File: src/rtl/microtile_switch.sv
// microtile_switch: shares one pad set between N_TILES micro-tiles, only one
// of which is clocked and driving outputs at any time.
//
// Ports:
//   clk, rst_n    - clock, asynchronous active-low reset
//   sel_in        - requested tile index (asynchronous, synchronised here)
//   ui_in         - shared inputs, routed to the active tile only
//   uo_out        - registered output of the active tile
//   tile_ui_in    - per-tile inputs, slice k = [k*IN_W +: IN_W]
//   tile_uo_out   - per-tile outputs, slice k = [k*OUT_W +: OUT_W]
//   tile_clk_en   - per-tile clock enables for external ICGs
//   tile_rst_n    - per-tile registered active-low resets
//   active_sel    - current or incoming tile index
//   busy          - high whenever a tile change (or bring-up) is in progress
module microtile_switch #(
    parameter int N_TILES       = 4,
    parameter int IN_W          = 8,
    parameter int OUT_W         = 8,
    parameter int STABLE_CYCLES = 3,
    parameter int RST_CYCLES    = 4,
    localparam int SEL_W        = $clog2(N_TILES)
) (
    input  logic                     clk,
    input  logic                     rst_n,
    input  logic [SEL_W-1:0]         sel_in,
    input  logic [IN_W-1:0]          ui_in,
    output logic [OUT_W-1:0]         uo_out,
    output logic [N_TILES*IN_W-1:0]  tile_ui_in,
    input  logic [N_TILES*OUT_W-1:0] tile_uo_out,
    output logic [N_TILES-1:0]       tile_clk_en,
    output logic [N_TILES-1:0]       tile_rst_n,
    output logic [SEL_W-1:0]         active_sel,
    output logic                     busy
);

    localparam int SCW = $clog2(STABLE_CYCLES + 1);
    localparam int HCW = $clog2(RST_CYCLES + 1);
    localparam logic [SCW-1:0] STAB_MAX = SCW'(STABLE_CYCLES - 1);
    localparam logic [HCW-1:0] HOLD_MAX = HCW'(RST_CYCLES - 1);
    localparam logic [SEL_W:0] N_LIM    = (SEL_W + 1)'(N_TILES);

    typedef enum logic [1:0] {
        ACTIVE,
        QUIESCE,
        OFF,
        HOLD
    } state_t;

    state_t             state;
    logic [SEL_W-1:0]   sel_m;
    logic [SEL_W-1:0]   sel_s;
    logic [SCW-1:0]     stab_cnt;
    logic [HCW-1:0]     hold_cnt;
    logic [SEL_W-1:0]   target;
    logic [N_TILES-1:0] sel_hit;
    logic [OUT_W-1:0]   cur_uo;
    logic               accept;

    // Two-flop synchroniser followed by a stability counter. The counter
    // clears on the edge where sel_s takes a new value, so reaching
    // STAB_MAX means sel_s has held for STABLE_CYCLES cycles.
    always_ff @(posedge clk or negedge rst_n) begin
        if (!rst_n) begin
            sel_m    <= '0;
            sel_s    <= '0;
            stab_cnt <= '0;
        end else begin
            sel_m <= sel_in;
            sel_s <= sel_m;
            if (sel_m != sel_s)
                stab_cnt <= '0;
            else if (stab_cnt != STAB_MAX)
                stab_cnt <= stab_cnt + SCW'(1);
        end
    end

    assign accept = (state == ACTIVE)
                 && (stab_cnt == STAB_MAX)
                 && (sel_s != active_sel)
                 && ({1'b0, sel_s} < N_LIM);

    always_comb begin
        sel_hit     = '0;
        tile_ui_in  = '0;
        cur_uo      = '0;
        tile_clk_en = '0;
        for (int k = 0; k < N_TILES; k++) begin
            sel_hit[k] = (active_sel == SEL_W'(k));
            if (sel_hit[k]) begin
                cur_uo = tile_uo_out[k*OUT_W +: OUT_W];
                if (state == ACTIVE)
                    tile_ui_in[k*IN_W +: IN_W] = ui_in;
            end
        end
        // Gated by rst_n so enables drop the moment reset asserts and
        // tile 0 is clocked as soon as reset releases.
        if (rst_n && state != OFF)
            tile_clk_en = sel_hit;
    end

    always_ff @(posedge clk or negedge rst_n) begin
        if (!rst_n) begin
            state      <= HOLD;
            hold_cnt   <= '0;
            active_sel <= '0;
            target     <= '0;
            tile_rst_n <= '0;
            busy       <= 1'b1;
            uo_out     <= '0;
        end else begin
            uo_out <= (state == ACTIVE) ? cur_uo : '0;
            unique case (state)
                ACTIVE: begin
                    if (accept) begin
                        state      <= QUIESCE;
                        target     <= sel_s;
                        tile_rst_n <= '0;
                        busy       <= 1'b1;
                    end
                end
                QUIESCE: begin
                    state      <= OFF;
                    active_sel <= target;
                end
                OFF: begin
                    state    <= HOLD;
                    hold_cnt <= '0;
                end
                HOLD: begin
                    if (hold_cnt == HOLD_MAX) begin
                        state      <= ACTIVE;
                        busy       <= 1'b0;
                        tile_rst_n <= sel_hit;
                    end else begin
                        hold_cnt <= hold_cnt + HCW'(1);
                    end
                end
                default: state <= HOLD;
            endcase
        end
    end

endmodule

File: config.mk
export PLATFORM = sky130hd
export DESIGN_NAME = microtile_switch
export DESIGN_NICKNAME = d
export VERILOG_FILES = /design/src/rtl/microtile_switch.sv
export SDC_FILE = /design/constraint.sdc
export NUM_CORES = 1
export LEC_CHECK = 0
export BUFFER_PORTS_ARGS = -buffer_cell sky130_fd_sc_hd__buf_2
export CAP_MARGIN = 10
export CELL_PAD_IN_SITES_DETAIL_PLACEMENT = 0
export CELL_PAD_IN_SITES_GLOBAL_PLACEMENT = 2
export CORE_ASPECT_RATIO = 0.6
export CORE_UTILIZATION = 25
export CTS_CLUSTER_SIZE = 12
export DETAILED_ROUTE_END_ITERATION = 6
export HOLD_SLACK_MARGIN = 0.05
export PLACE_DENSITY_LB_ADDON = 0.1
export SETUP_SLACK_MARGIN = 0.15
export SYNTH_ARGS = -nofsm -noshare
export SYNTH_HDL_FRONTEND = slang
export SYNTH_SLANG_ARGS = --single-unit
File: constraint.sdc
create_clock -name clk -period 2.4 [get_ports clk]
set_clock_uncertainty 0.15 [all_clocks]
set_input_delay 0.48 -clock clk [delete_from_list [all_inputs] [get_ports clk]]
set_output_delay 0.48 -clock clk [all_outputs]
set_load 0.02 [all_outputs]
==> results.json <==
{
  "status": "finished clean",
  "p_comb_share_pct": 55.9,
  "dp_cells": 366,
  "diodes": 0,
  "vdd_drop_max_mv": 0.330,
  "cts_max_level": 1,
  "drtPass1Iterations": 4,
  "clock_path_buffers": 2,
  "dieWidth_um": 113,
  "pin_count": 95,
  "syn_inst": 193,
  "synth_compound_area_share_pct": 9.42,
  "hold_ws_ps": 160,
  "pre_cts_ws_ps": 288,
  "critical_path_arrival_ps": 1520,
  "area_growth_syn_to_layout_pct": 35.2,
  "synth_top_family_by_area": "simple AND/OR/NAND/NOR gates",
  "hold_viol": 0,
  "synth_top_area_share_pct": 34.1,
  "rsz0062_at_grt": "yes",
  "grt_start_max_net_pins": 29,
  "reg2reg_slack_ps": 390,
  "synth.yosys.seq_area_share_pct": 38.4,
  "synthSimpleGateAreaFrac_pct": 22.8,
  "period_share_pct": 89.6,
  "synth_xor_area_share_pct": 3.82,
  "p_per_area_nw_per_um2": 1040,
  "viasPerCell": 4.56,
  "path_cells": "inv_1 > ha_2 > nand2_1 > nor2_1 > buf_2",
  "crit_path_max_fanout": 9,
  "yosysUniqueCellTypes": 36,
  "gp_congestion": 0.727,
  "setup_viol": 0,
  "power_mw": 2.58,
  "synthAdderAreaFrac_pct": 4.78,
  "die_area_um2": 7690,
  "pwr-share-seq_pct": 29.1,
  "swShare_pct": 43.7,
  "num_vias": 1688,
  "start_util_pct": 26.7,
  "initialDrtViolationCount": 71,
  "multi_input_area_um2": 1010,
  "hpwl_mm": 3.94,
  "p_sw_mw": 1.13,
  "antenna_found_initial": 0,
  "setup_slack_ps": 249,
  "grt_pass1_wl_mm": 8.02,
  "worstPathRequired_ps": 1770,
  "cts_tree": "yes",
  "final_util_pct": 36.0,
  "startpoint": "state[1]",
  "hold_path.class": "primary input to asynchronous set/reset pin",
  "cts_hold_buffers": 0,
  "synth.mux.area_fraction_pct": 13.4,
  "avgSynthCellArea_um2": 9.50,
  "yosys-top-cells-area": "dfrtp_1 34%, mux4_2 9.8%, nor2_1 8.8%",
  "ff2ff_path_depth": 6,
  "core_um2": 6880,
  "place_area_um2": 2370,
  "drive_gt1_share_pct": 45.6,
  "grtUsageTotal_pct": 13.7,
  "slew_headroom_pct": 70.3,
  "ant_nets": 0,
  "io_buffers": 94,
  "clock_latency_ps": 260,
  "startpoint_type": "register",
  "clockPowerShare_pct": 14.9,
  "synth_warnings": 0,
  "synth_area_um2": 1830,
  "wl_per_cell_um": 13.9,
  "grt_pass1_vias": 1567,
  "fmax_ghz": 0.465,
  "regArea_um2": 704,
  "cap_viol_max_count": 0,
  "slowest_stage": "dfstp_2",
  "layout_min_cycle_time_ps": 2150,
  "cp-end-kind": "primary output",
  "clkTransAtPathRegs_ps": 70,
  "final_area_um2": 2480,
  "crit_type": "register to primary output",
  "grt_overflow": 0,
  "ctsRootBufferMaster": "clkbuf_16",
  "die_h_um": 68.3,
  "max_stage_delay_ps": 580,
  "row_count": 23,
  "cts_sinks": 28,
  "synth_top_area_cell": "dfrtp_1",
  "worstReg2RegEnd": "tile_rst_n[3]",
  "drc": 0,
  "tns_ps": 0,
  "routed_wl_mm": 5.16,
  "synth_nets": 244,
  "p_leak_nw": 1.23,
  "slew_viol_final": 0,
  "ys_ff_latch": 28,
  "internal_power_mw": 1.45,
  "cts-buffers-inserted": 3,
  "num-fill-cells": 705,
  "tightest_slew_ps": 446,
  "r2r-start": "state[1]",
  "final_nets": 335,
  "final_cells": 370
}
synth_stat cells (all sizes together):
library cell and number:
ha 7, dfstp 3, nand3 3, and3b 2
nand2 16, o2111ai 2, mux2 5, mux2i 1
nor3b 1, nor4b 1, dfrtp 25, nor2b 3
nand2b 5, o22ai 4, clkbuf 2, o21ai 5
a311oi 2, nor4bb 2, a21oi 3, xor2 4
or2 1, a22oi 3, o32a 4, xnor2 4
mux4 8, inv 10, nand4 2, and2 9
buf 13, nor2 43
registers in the layout, indices dropped and copies added (netlist names):
name        cells
active_sel      2
hold_cnt        3
sel_s           2
uo_out          8
sel_m           2
target          2
busy            1
tile_rst_n      4
stab_cnt        2
state           2
what timing repair did:
item | 4_1_cts | 5_1_grt
setup buffers | 0 | 0
resized for setup | 4 | 6
setup endpoints to repair | 34 | 23
routing by layer:
metal  global-route usage [%]  wire (µm)  vias up
met5                        0          0        -
met4                     2.50         25        0
met3                     3.37        300        6
met2                     21.1       2210       62
met1                     19.5       2620      782
li1                         -          -      838
layout by cell type, fill, tap and decap left out, drive strengths merged, types with 4 or more instances in the layout:
cell	count
nor2	43
and2	9
nand2b	5
clkbuf	4
dfrtp	25
o21ai	5
o32a	4
xor2	4
mux2	5
ha	7
xnor2	4
nand2	16
mux4	8
inv	10
buf	101
o22ai	4
critical path, delay by kind of cell, from the launching register on:
family	cells	cell delay (ps)
buffers and inverters	2	240
AND/OR/NAND/NOR	2	200
adder cells (fa/ha/maj)	1	240
flip-flops	1	580
kinds of logic (layout without fill, tap and decap cells):
| family | Yosys count | in the layout |
|---|---|---|
| fa+ha+maj | 7 | 7 |
| compound gates | 23 | 23 |
| xor+xnor | 8 | 8 |
| buf+inv | 25 | 115 |
| mux | 14 | 14 |
| simple gates | 88 | 88 |
| flops | 28 | 28 |
worst max path at each step:
stage                                end  cells after the start
final                     tile_ui_in[10]                      5
after detailed placement   tile_rst_n[3]                      6
after floorplan            tile_ui_in[0]                      6
after global placement     tile_rst_n[3]                      6
after global routing       tile_ui_in[9]                      5
after CTS                 tile_clk_en[1]                      5
power groups by stage:
stage               Clock, mW  Sequential (mW)  Combinational [mW]
floorplan                   0            0.829               0.963
global placement            0            0.754                1.44
detailed placement          0            0.760                1.42
CTS                     0.403            0.751                1.44
global route            0.414            0.776                1.59
finish                  0.385            0.752                1.44
cell type report:
type,instances,area share [%]
Inverter,10,1.52
Clock buffer,4,3.18
Multi-Input combinational cell,140,41.0
Sequential cell,28,28.4
Tap cell,87,4.39
Timing Repair Buffer,101,21.5
Power figures use the tool's default switching activity.
